===== config.mk =====
export PLATFORM = sky130hd
export DESIGN_NAME = sha1_wb_buffer
export DESIGN_NICKNAME = d
export VERILOG_FILES = /design/src/rtl/sha1_wb_buffer.sv
export SDC_FILE = /design/constraint.sdc
export NUM_CORES = 1
export LEC_CHECK = 0
export BUFFER_PORTS_ARGS = -buffer_cell sky130_fd_sc_hd__clkbuf_2
export CELL_PAD_IN_SITES_DETAIL_PLACEMENT = 1
export CELL_PAD_IN_SITES_GLOBAL_PLACEMENT = 1
export CORE_MARGIN = 1
export CORE_UTILIZATION = 45
export CTS_CLUSTER_SIZE = 40
export DETAILED_ROUTE_END_ITERATION = 8
export GPL_TIMING_DRIVEN = 0
export PLACE_DENSITY = 0.78
export SETUP_SLACK_MARGIN = 0.4
export SLEW_MARGIN = 20
export SYNTH_ARGS = -nofsm -noshare
export SYNTH_HDL_FRONTEND = slang
export SYNTH_SLANG_ARGS = --single-unit

===== constraint.sdc =====
create_clock -name clk -period 3.27 [get_ports clk]
set_clock_uncertainty 0.2 [all_clocks]
set_input_delay 0.327 -clock clk [delete_from_list [all_inputs] [get_ports clk]]
set_output_delay 0.327 -clock clk [all_outputs]
set_load 0.005 [all_outputs]

===== src/rtl/sha1_wb_buffer.sv =====
// Write-back buffer between the SHA-1 accelerator and the data-memory write port.
// Queues digest words, drains them via req/gnt, holds the pipeline and flags digest commit.
module sha1_wb_buffer #(
    parameter int unsigned DEPTH = 8,
    parameter int unsigned WORDS = 5
) (
    input  logic        clk,
    input  logic        rst,
    input  logic        word_valid_i,
    input  logic [31:0] word_i,
    input  logic [31:0] word_addr_i,
    input  logic        flush_i,
    input  logic        mem_gnt_i,
    output logic        mem_req_o,
    output logic        mem_we_o,
    output logic [31:0] mem_addr_o,
    output logic [31:0] mem_data_o,
    output logic        hold_o,
    output logic        done_o,
    output logic        overflow_o
);

    localparam int unsigned PTR_W = (DEPTH > 1) ? $clog2(DEPTH) : 1;
    localparam int unsigned CNT_W = $clog2(DEPTH) + 1;
    localparam int unsigned WC_W  = (WORDS > 1) ? $clog2(WORDS) : 1;
    localparam int unsigned ENT_W = 64;

    localparam logic [CNT_W-1:0] FULL_CNT = CNT_W'(DEPTH);
    localparam logic [WC_W-1:0]  WC_LAST  = WC_W'(WORDS - 1);

    logic [ENT_W-1:0] mem_q [DEPTH];
    logic [ENT_W-1:0] mem_d [DEPTH];
    logic [PTR_W-1:0] wr_ptr_q, wr_ptr_d;
    logic [PTR_W-1:0] rd_ptr_q, rd_ptr_d;
    logic [CNT_W-1:0] cnt_q, cnt_d;
    logic [WC_W-1:0]  wc_q, wc_d;
    logic             done_q, done_d;
    logic             ovf_q, ovf_d;

    logic             full_c;
    logic             pop_c;
    logic             push_c;
    logic [ENT_W-1:0] head_c;

    // Request is derived from registered occupancy only; grant never reaches an output.
    assign full_c     = (cnt_q == FULL_CNT);
    assign mem_req_o  = (cnt_q != '0);
    assign mem_we_o   = mem_req_o;
    assign pop_c      = mem_req_o && mem_gnt_i;
    // A pop in the same cycle frees the slot, so a full FIFO still accepts the push.
    assign push_c     = word_valid_i && (!full_c || pop_c);

    assign head_c     = mem_q[rd_ptr_q];
    assign mem_addr_o = head_c[63:32];
    assign mem_data_o = head_c[31:0];

    assign hold_o     = (cnt_q != '0) || word_valid_i || (wc_q != '0);
    assign done_o     = done_q;
    assign overflow_o = ovf_q;

    always_comb begin
        mem_d    = mem_q;
        wr_ptr_d = wr_ptr_q;
        rd_ptr_d = rd_ptr_q;
        cnt_d    = cnt_q;
        wc_d     = wc_q;
        done_d   = 1'b0;
        ovf_d    = ovf_q;

        if (flush_i) begin
            wr_ptr_d = '0;
            rd_ptr_d = '0;
            cnt_d    = '0;
            wc_d     = '0;
            ovf_d    = 1'b0;
        end else begin
            // Address is stored word-aligned so the head can drive the port directly.
            if (push_c) begin
                mem_d[wr_ptr_q] = {word_addr_i & 32'hFFFF_FFFC, word_i};
                wr_ptr_d        = wr_ptr_q + PTR_W'(1);
            end else if (word_valid_i) begin
                ovf_d = 1'b1;
            end

            if (pop_c) begin
                rd_ptr_d = rd_ptr_q + PTR_W'(1);
                if (wc_q == WC_LAST) begin
                    wc_d   = '0;
                    done_d = 1'b1;
                end else begin
                    wc_d = wc_q + WC_W'(1);
                end
            end

            case ({push_c, pop_c})
                2'b10:   cnt_d = cnt_q + CNT_W'(1);
                2'b01:   cnt_d = cnt_q - CNT_W'(1);
                default: cnt_d = cnt_q;
            endcase
        end
    end

    always_ff @(posedge clk) begin
        if (rst) begin
            for (int i = 0; i < int'(DEPTH); i++) begin
                mem_q[i] <= '0;
            end
            wr_ptr_q <= '0;
            rd_ptr_q <= '0;
            cnt_q    <= '0;
            wc_q     <= '0;
            done_q   <= 1'b0;
            ovf_q    <= 1'b0;
        end else begin
            mem_q    <= mem_d;
            wr_ptr_q <= wr_ptr_d;
            rd_ptr_q <= rd_ptr_d;
            cnt_q    <= cnt_d;
            wc_q     <= wc_d;
            done_q   <= done_d;
            ovf_q    <= ovf_d;
        end
    end

endmodule


==> results by group, run 1 <==
Yosys
  • Yosys Warn Count: 0
  • Synth area leaders: dfxtp_1, nand2_1, mux4_2
  • Cells after synthesis: 2547
  • Commonest cells in the synthesized netlist: nand2_1, dfxtp_1, a21oi_1
  • Cell area after synthesis: 0.02223 mm^2
  • Most frequent cell after synthesis: nand2_1
  • Yosys cell types: 44
  • Seq/Total Area, Yosys: 46.02%
  • Yosys top cell by area: dfxtp_1
  • Avg Cell Area, Syn: 8.727 um^2
  • Post-synth top area share: 46.02%
  • #FFs+latches synth: 511
  • Number of synthesized flops with an enable pin: 0
  • Share of flip-flops with an asynchronous set or reset: 0%
  • Main synth FF type: dfxtp_1

Drt
  • 1st-iter DRT viols: 1371
  • Vias: 19.66k
  • Drt drc: 0
  • Routed wire length: 78270 um
  • Remaining antenna violation count: 0
  • TritonRoute pass-1 iters: 7
  • DR vias/cell: 5.684
  • Routed wire per std cell: 22.63 um

Worst setup path
  • CP Class: reg -> out
  • Critical Path Max Stage Delay: 0.50 ns
  • CP endpoint kind: output port
  • CP max-delay cell: mux4_2
  • Crit path launch type: flop
  • Critical Path, Cell by Cell: clkbuf_16 > buf_16 > mux4_2 > mux2_2 > clkbuf_2
  • Worst path arrival time: 2.37 ns
  • WP data required: 2.74 ns
  • CP max FO: 10

STA
  • Highest clock rate: 0.3446 GHz
  • Crit share post-route: 88.74%
  • Setup TNS Final: 0 ns
  • Min Hold Slack: 0.07029 ns
  • Final hold vios: 0
  • Unrepaired setup endpoints after global routing: yes
  • Max-slew headroom: 32.89%
  • Fin crit period: 2.902 ns
  • Final setup viols: 0
  • Fin. max-slew vios: 0
  • Worst Tran Pin Value: 1.002 ns

Clock tree
  • Total CTS buffers: 55
  • CTS H-tree lvls: 2
  • CTS Sinks: 511
  • Clock transition at path regs: 0.06 ns
  • CTS tree: yes
  • Worst-Skew Late Latency: 0.60 ns
  • Clock Tree Buf Depth: 3
  • CTS root buffer: clkbuf_16

Placement
  • Placed insts: 3287
  • Placer Congestion: 0.8189
  • Area post-placement: 0.02350 mm^2
  • Dpl hpwl: 52480 um
  • Input/output buffers: 71

GRT
  • Largest net degree at the start of global routing: 14
  • First-pass GRT wire length: 117700 um
  • Number of global-route vias before repair: 20.65k
  • Remaining Overflow, GRT: 0
  • Antenna violations before repair: 3
  • Total GRT Usage: 30.63%

Floorplanning
  • DIE HEIGHT: 224.3 um
  • Starting Density: 45.50%
  • Die extent in x: 224.3 um
  • FP Rows: 81
  • Core region area: 0.04885 mm^2
  • IO Pins: 138
  • Die area: 0.05029 mm^2

Final layout
  • Share of layout cells above drive strength 1: 17.46%
  • Fill cell count: 5753
  • Cell area after layout: 0.02658 mm^2
  • Area grow syn2layout: 19.59%
  • Diodes inserted: 0
  • Fin nets: 2830
  • Layout Cells excl Fill: 3459

Pwr
  • Leak: 0.008815 uW
  • Pwr Total: 13560 uW
  • Pwr Density: 509.9 mW/mm^2
  • Max VDD drop: 0.3565 mV

Job
  • Max-Cap Viols: 0

Run status
  • Status: complete, no violations

Min path
  • Tightest Hold Check Type: in -> reg
[cells by family (layout without fill, tap and decap cells)]
group	Yosys count	after routing	share of synthesized area, %
AND/OR/NAND/NOR	1038	1038	17.93
AO/OA/AOI/OAI	528	528	12.93
flip-flops	511	511	46.02
buffers and inverters	267	514	6.637
multiplexers	188	188	15.80
adder cells (fa/ha/maj)	7	7	0.3940
XOR/XNOR	7	7	0.2758
other	1	2	0.01687
[layout make-up]
cell class | instances | area [um^2] | share of cell area (%)
flip-flops and latches | 511 | 10240 | 38.51
inverters | 3 | 16.27 | 0.06119
plain buffers | 264 | 1884 | 7.088
repair buffers | 149 | 1200 | 4.514
clock inverters | 17 | 198.9 | 0.7484
clock buffers | 81 | 1624 | 6.109
multi-input cells | 1770 | 10590 | 39.84
well taps | 664 | 830.8 | 3.125
[repair_timing]
action                                 4_1_cts  5_1_grt
setup endpoints to repair                   65       66
pin swaps                                    0        2
gates resized for setup                    101       35
hold buffers                                64        0
endpoints found under the hold margin      496        0
cloned                                       2        4
buffers inserted                             1        3
[where the power goes]
group	leakage, uW	switching (uW)	internal [uW]
Sequential	0.00412	32.0	6280
Combinational	0.00379	540	302
Clock	0.000904	2670	3740
[metrics by stage]
step / util (%) / setup slack, ns
after detailed placement: 48.11 / -0.3017
after floorplan: - / 0.5341
after global placement: 47.94 / -0.2924
after global routing: 54.42 / 0.3470
after CTS: 53.91 / 0.3596
final: 54.42 / 0.3681
[placed cells by master, fill, tap and decap left out, types with 3 or more instances in the layout]
master         instances
clkinv_2               9
a211oi_4               8
nor2b_1                3
ha_1                   6
o211ai_4               8
buf_12                15
clkbuf_8              20
nor2_1                12
mux2_2                60
nand2b_1               3
buf_4                  8
nand2_1              999
buf_2                  6
mux4_2               124
buf_6                 59
nand3_1                4
clkbuf_1             157
xor2_1                 6
o21ai_0                4
clkbuf_16             61
dlygate4sd3_1         64
buf_1                 15
a21oi_1              502
clkbuf_2              76
buf_8                  9
dfxtp_1              509
clkbuf_4               3
bufinv_16              4
[sequential cells by signal (all words and copies together) (netlist names)]
register / flops
rd_ptr_q: 3
cnt_q: 4
wc_q: 3
overflow_o: 1
wr_ptr_q: 3
done_o: 1
mem_q: 496
[metal layers]
layer  track usage, %  up-vias  routed length, um
met5                0        -                 34
met4            11.78        6               2586
met2            53.46      603              39090
met1            36.90     9976              31780
met3            6.440      171               4776
li1                 -     8904                  -
[path summary, 6_finish.rpt]
| check | from | end | slack (ns) | cells after the start |
|---|---|---|---|---|
| hold reg to reg | mem_q[13]$_SDFFE_PP0P_ | mem_q[13]$_SDFFE_PP0P_ | 0.25 | 2 |
| setup / recovery | rd_ptr_q[0]$_SDFFE_PP0P_ | mem_addr_o[31] | 0.37 | 5 |
| hold / removal | word_valid_i | overflow_o$_SDFFE_PP0P_ | 0.07 | 4 |
| setup reg to reg | cnt_q[2]$_SDFFE_PP0P_ | mem_q[121]$_SDFFE_PP0P_ | 0.54 | 8 |
[worst max-delay path, delay by kind of cell (launching register included)]
family,cells,cell delay (ns)
buf+inv,3,0.51
mux,2,0.84
flops,1,0.40
(Power assumes the default switching activity.)
==> inputs of run 2 (changes only) <==
clock period = 3.2 ns   (was 3.27 ns; I/O delays follow)
==> results by group, run 2 (same netlist as run 1, synthesis figures left out) <==
Run status
  • Status: complete, no violations

Clock tree
  • CTS H-tree lvls: 2 (unchanged)
  • Worst-Skew Late Latency: 0.60 ns (about the same)
  • CTS tree: yes
  • Total CTS buffers: 55 (unchanged)
  • Clock Tree Buf Depth: 3 (unchanged)
  • CTS Sinks: 511 (unchanged)
  • CTS root buffer: clkbuf_16
  • Clock transition at path regs: 0.06 ns (about the same)

Final layout
  • Reg area: 0.01024 mm^2 (unchanged)
  • Fin nets: 2846 (+0.57%)
  • Commonest non-fill, non-tap cell in the layout: nand2_1
  • Register name with the most flops: mem_q
  • Share of layout cells above drive strength 1: 18.00% (+0.54 points)
  • Layout Cells excl Fill: 3475 (+0.46%)
  • Max FFs per register: 496 (unchanged)
  • Largest regs: mem_q: 496 flops, cnt_q: 4 flops
  • Diodes inserted: 0 (unchanged)
  • Area of the multi-input gates: 0.01064 mm^2 (+0.50%)
  • Commonest cells after routing, fill and taps aside: nand2_1, dfxtp_1, a21oi_1, clkbuf_1, mux4_2
  • Fill cell count: 5713 (-0.70%)
  • Area grow syn2layout: 21.56%

Floorplanning
  • Die extent in x: 224.3 um (unchanged)
  • Die area: 0.05029 mm^2 (unchanged)
  • FP Rows: 81 (unchanged)
  • IO Pins: 138 (unchanged)
  • Core region area: 0.04885 mm^2 (unchanged)
  • DIE HEIGHT: 224.3 um (unchanged)
  • Starting Density: 45.50% (unchanged)

Pwr
  • Max VDD drop: 0.3716 mV (+4.2%)
  • Leak: 0.008995 uW (+2.0%)
  • Pwr Density: 514.3 mW/mm^2 (+0.85%)
  • Pwr Total: 13900 uW (+2.5%)

Worst setup path
  • CP Class: reg -> out
  • Worst path arrival time: 2.37 ns (about the same)
  • Worst R2R Start: wr_ptr_q[2]$_SDFFE_PP0P_
  • CP endpoint kind: output port
  • WP data required: 2.68 ns (-0.06 ns)
  • CP max FO: 10 (unchanged)
  • R2R Path End: mem_q[483]$_SDFFE_PP0P_
  • Reg2reg path depth: 6 (-2)
  • Crit path launch type: flop
  • Reg2Reg Setup Slack: 0.42 ns (-0.12 ns)

GRT
  • Remaining Overflow, GRT: 0 (unchanged)
  • Number of global-route vias before repair: 20.82k (+0.80%)
  • Antenna violations before repair: 2 (-1)
  • First-pass GRT wire length: 118500 um (+0.75%)
  • Largest net degree at the start of global routing: 14 (unchanged)
  • Total GRT Usage: 30.76% (+0.14 points)

STA
  • Worst Tran Pin Value: 0.9699 ns (-0.03194 ns)
  • Final setup viols: 0 (unchanged)
  • Final hold vios: 0 (unchanged)
  • Max-slew headroom: 35.03% (+2.1 points)
  • Fin crit period: 2.892 ns
  • Crit share post-route: 90.36%
  • Unrepaired setup endpoints after global routing: yes
  • Highest clock rate: 0.3458 GHz
  • Fin. max-slew vios: 0 (unchanged)

Drt
  • Remaining antenna violation count: 0 (unchanged)
  • Routed wire per std cell: 23.22 um (+2.6%)
  • DR vias/cell: 5.719 (+0.62%)
  • 1st-iter DRT viols: 1397 (+1.9%)
  • Vias: 19.87k (+1.1%)
  • Drt drc: 0 (unchanged)
  • TritonRoute pass-1 iters: 5 (-2)
  • Routed wire length: 80700 um (+3.1%)

Job
  • Max-Cap Viols: 0 (unchanged)

Placement
  • Input/output buffers: 71 (unchanged)
  • Placer Congestion: 0.8189 (unchanged)
  • Placed insts: 3287 (unchanged)
  • Dpl hpwl: 52480 um (unchanged)

Min path
  • Tightest Hold Check Type: in -> reg
  • Hold-critical path endpoint: overflow_o$_SDFFE_PP0P_
  • HP Start: word_valid_i
  • WHS Path Cells: 4 (unchanged)
-- run 2: cell types whose count changed in the layout (fill, tap and decap cells not counted), sizes merged --
| cell | delta |
|---|---|
| clkbuf | +7 |
| buf | +9 |
-- run 2: per-stage QoR --
stage | setup WS [ns] | util, % | instance area (um^2) | hold slack, ns | TNS, ns
global route | 0.2824 | 55.31 | 27020 | 0.1093 | 0
floorplan | 0.4641 | - | 22230 | 0.2331 | 0
detailed placement | -0.3647 | 48.11 | 23500 | 0.2472 | -18.78
finish | 0.3084 | 55.31 | 27020 | 0.05628 | 0
global placement | -0.3554 | 47.94 | 23420 | 0.2380 | -18.53
CTS | 0.2977 | 54.23 | 26490 | 0.05044 | 0
-- run 2: where the power goes --
group	internal [uW]	leakage [uW]	switching, uW
combinational	330	0.00397	564
sequential	6410	0.00412	34.0
clock	3820	0.000904	2730
-- run 2: area by class of cell --
cell class | count | share of cell area (%)
timing repair buffer | 165 | 5.654
clock inverter | 17 | 0.7362
clock buffer | 81 | 6.010
buffer | 264 | 7.187
inverter | 3 | 0.06020
tap | 664 | 3.075
sequential | 511 | 37.89
multi-input combinational | 1770 | 39.39
-- run 2: worst max-delay path, stage by stage, from the launching register on --
cell and delay [ns]:
dfxtp_4 0.43, clkbuf_16 0.21, buf_12 0.16, mux4_2 0.53, mux2_2 0.29, clkbuf_2 0.12
-- run 2: worst max-delay path by stage --
stage,from,end,slack [ns],cells past startpoint
2_1_floorplan,cnt_q[1]$_SDFFE_PP0P_,cnt_q[2]$_SDFFE_PP0P_,0.46,11
3_3_place_gp,rd_ptr_q[0]$_SDFFE_PP0P_,mem_addr_o[8],-0.36,6
3_5_place_dp,rd_ptr_q[1]$_SDFFE_PP0P_,mem_addr_o[31],-0.36,6
4_1_cts,rd_ptr_q[1]$_SDFFE_PP0P_,mem_addr_o[4],0.30,5
5_1_grt,rd_ptr_q[0]$_SDFFE_PP0P_,mem_data_o[22],0.28,5
6_report,rd_ptr_q[0]$_SDFFE_PP0P_,mem_data_o[22],0.31,5
-- run 2: per-layer routing --
layer | vias up | part of all wire (%) | wire [um] | track usage, %
li1 | 8933 | - | - | -
met5 | - | 0.036 | 29 | 0
met1 | 10100 | 40 | 32320 | 37.51
met2 | 661 | 50 | 40430 | 53.51
met4 | 4 | 3.6 | 2867 | 12.24
met3 | 180 | 6.3 | 5044 | 5.787
-- run 2: repair_timing --
action                                  in CTS  in global routing
gates cloned                                 4                 16
pin swaps                                    1                  2
buffers inserted                             3                  3
resized for setup                          115                 45
hold buffers                                64                  0
endpoints found under the hold margin      499                  0
endpoints found under the setup margin      65                 84
==> inputs of run 3 (changes only) <==
CORE_UTILIZATION = 29   (was 45)
PLACE_DENSITY = 0.55   (was 0.78)
==> results by group, run 3 (same netlist as run 1, synthesis figures left out) <==
Placement
  • Input/output buffers: 71 (unchanged)
  • Dpl hpwl: 58200 um (+11%)
  • Placer Congestion: 0.7785 (-4.9%)
  • Setup WS pre-CTS: -0.4662 ns (-0.1015 ns)

Final layout
  • Area grow syn2layout: 24.05%
  • Reg area: 0.01024 mm^2 (unchanged)
  • Fill cell count: 8819 (+54%)
  • Area of the multi-input gates: 0.01066 mm^2 (+0.18%)
  • Finished Core Util: 36.30% (-19 points)
  • Register name with the most flops: mem_q
  • Max FFs per register: 496 (unchanged)
  • Commonest non-fill, non-tap cell in the layout: nand2_1
  • Commonest cells after routing, fill and taps aside: nand2_1, dfxtp_1, a21oi_1, clkbuf_1, mux4_2
  • Share of layout cells above drive strength 1: 18.27% (+0.26 points)
  • Largest regs: mem_q: 496 flops, cnt_q: 4 flops
  • Fin nets: 2857 (+0.39%)

STA
  • Worst Tran Pin Value: 1.216 ns (+0.2458 ns)
  • Final hold vios: 0 (unchanged)
  • Fin. max-slew vios: 0 (unchanged)
  • Highest clock rate: 0.3436 GHz (-0.64%)
  • Final setup viols: 0 (unchanged)
  • Max-slew headroom: 18.95% (-16 points)
  • Final WS setup: 0.2897 ns (-0.01871 ns)
  • Unrepaired setup endpoints after global routing: yes
  • Fin crit period: 2.910 ns (+0.01871 ns)
  • Crit share post-route: 90.95% (+0.58 points)

Pwr
  • Pwr Total: 14080 uW (+1.3%)
  • Leak: 0.009042 uW (+0.52%)
  • Max VDD drop: 0.4106 mV (+10%)
  • Pwr Density: 510.6 mW/mm^2 (-0.72%)

Clock tree
  • Clock transition at path regs: 0.06 ns (about the same)
  • CTS Sinks: 511 (unchanged)
  • CTS root buffer: clkbuf_16
  • Clock Tree Buf Depth: 3 (unchanged)
  • CTS H-tree lvls: 2 (unchanged)
  • Worst-Skew Late Latency: 0.63 ns (+0.03 ns)
  • CTS tree: yes
  • Total CTS buffers: 60 (+9.1%)

Floorplanning
  • IO Pins: 138 (unchanged)
  • Die area: 0.07776 mm^2 (+55%)
  • Die extent in x: 278.9 um (+24%)
  • DIE HEIGHT: 278.9 um (+24%)
  • Core region area: 0.07595 mm^2 (+55%)
  • FP Rows: 101 (+25%)
  • Starting Density: 29.27% (-16 points)

Worst setup path
  • CP max FO: 6 (-4)
  • CP max-delay cell: dfxtp_4
  • WP data required: 2.68 ns (about the same)
  • Reg2reg path depth: 7 (+1)
  • Crit path launch type: flop
  • CP Class: reg -> out
  • Buf/Inv on CP: 4 (+1)
  • Critical Path Max Stage Delay: 0.40 ns (-0.13 ns)
  • Critical Path, Cell by Cell: clkbuf_16 > clkbuf_16 > clkbuf_16 > mux4_2 > mux2_4 > clkbuf_2
  • Stages on worst setup path: 6 (+1)
  • Worst path top cell family by delay: buffers and inverters
  • Most used cell, CP: clkbuf_16
  • Worst path arrival time: 2.39 ns (+0.02 ns)
  • CP endpoint kind: output port

GRT
  • Antenna violations before repair: 4 (+2)
  • First-pass GRT wire length: 126600 um (+6.8%)
  • Remaining Overflow, GRT: 0 (unchanged)
  • Total GRT Usage: 21.62% (-9.1 points)
  • Number of global-route vias before repair: 19.98k (-4.0%)
  • Largest net degree at the start of global routing: 16 (+2)

Min path
  • Tightest Hold Check Type: in -> reg
  • WHS Path Cells: 4 (unchanged)

Run status
  • Status: finished, violations left
  • Failing checks: design-rule violations

Drt
  • 1st-iter DRT viols: 1007 (-28%)
  • Routed wire length: 85800 um (+6.3%)
  • DR vias/cell: 4.989 (-13%)
  • TritonRoute pass-1 iters: 9 (+4)
  • Vias: 19.24k (-3.2%)
  • Remaining antenna violation count: 0 (unchanged)
  • Routed wire per std cell: 22.25 um (-4.2%)
  • Drt drc: 4 (+4)

Job
  • Max-Cap Viols: 0 (unchanged)
run 3: per-layer routing:
metal | global-route usage (%) | vias to the layer above | part of all wire, %
li1 | - | 8985 | -
met1 | 27.82 | 9722 | 44
met2 | 37.35 | 395 | 49
met3 | 2.786 | 130 | 4.5
met4 | 6.974 | 6 | 2.7
met5 | 0 | - | 0.040
run 3: worst reg2reg max path, cell delays in order, from the launching register on:
cell	delay (ns)
dfxtp_1	0.30
buf_6	0.13
or3_4	0.39
buf_6	0.19
o211ai_4	0.89
buf_6	0.28
nand2_1	0.06
a21oi_1	0.17
run 3: final cells by class:
cell class	count	share of cell area, %
clock buffer	92	6.426
sequential	511	37.13
inverter	3	0.05899
buffer	264	7.011
multi-input combinational	1770	38.67
antenna	1	0.009076
timing repair buffer	171	5.582
clock inverter	14	0.4402
tap	1030	4.674
run 3: report_power, final:
| group | total (uW) | switching (uW) | internal [uW] |
|---|---|---|---|
| clock network | 6720 | 2850 | 3860 |
| registers | 6450 | 31.7 | 6420 |
| logic | 914 | 580 | 333 |
| total | 14100 | 3470 | 10600 |
run 3: worst paths after layout:
check,from,end,slack [ns]
worst max-delay path,rd_ptr_q[0]$_SDFFE_PP0P_,mem_addr_o[6],0.29
worst min-delay path,rst,wc_q[1]$_SDFFE_PP0P_,0.05
worst max register to register,cnt_q[1]$_SDFFE_PP0P_,mem_q[85]$_SDFFE_PP0P_,0.49
worst min register to register,mem_q[72]$_SDFFE_PP0P_,mem_q[72]$_SDFFE_PP0P_,0.25
run 3: what timing repair did:
item / 4_1_cts / 5_1_grt
gates resized for setup: 140 / 31
hold buffers: 66 / 0
gates cloned: 3 / 10
setup endpoints to repair: 123 / 171
buffers inserted: 7 / 8
pin swaps: 3 / 8
hold endpoints to repair: 503 / 0
run 3: through the flow:
step | cells | hold slack (ns) | TNS, ns | instance area, um^2
2_1_floorplan | 2548 | 0.2331 | 0 | 22230
3_3_place_gp | 3649 | 0.2386 | -84.44 | 23880
4_1_cts | 3838 | 0.01880 | 0 | 27160
6_report | 3856 | 0.05008 | 0 | 27570
3_5_place_dp | 3656 | 0.2468 | -25.02 | 23980
5_1_grt | 3855 | 0.07529 | 0 | 27570
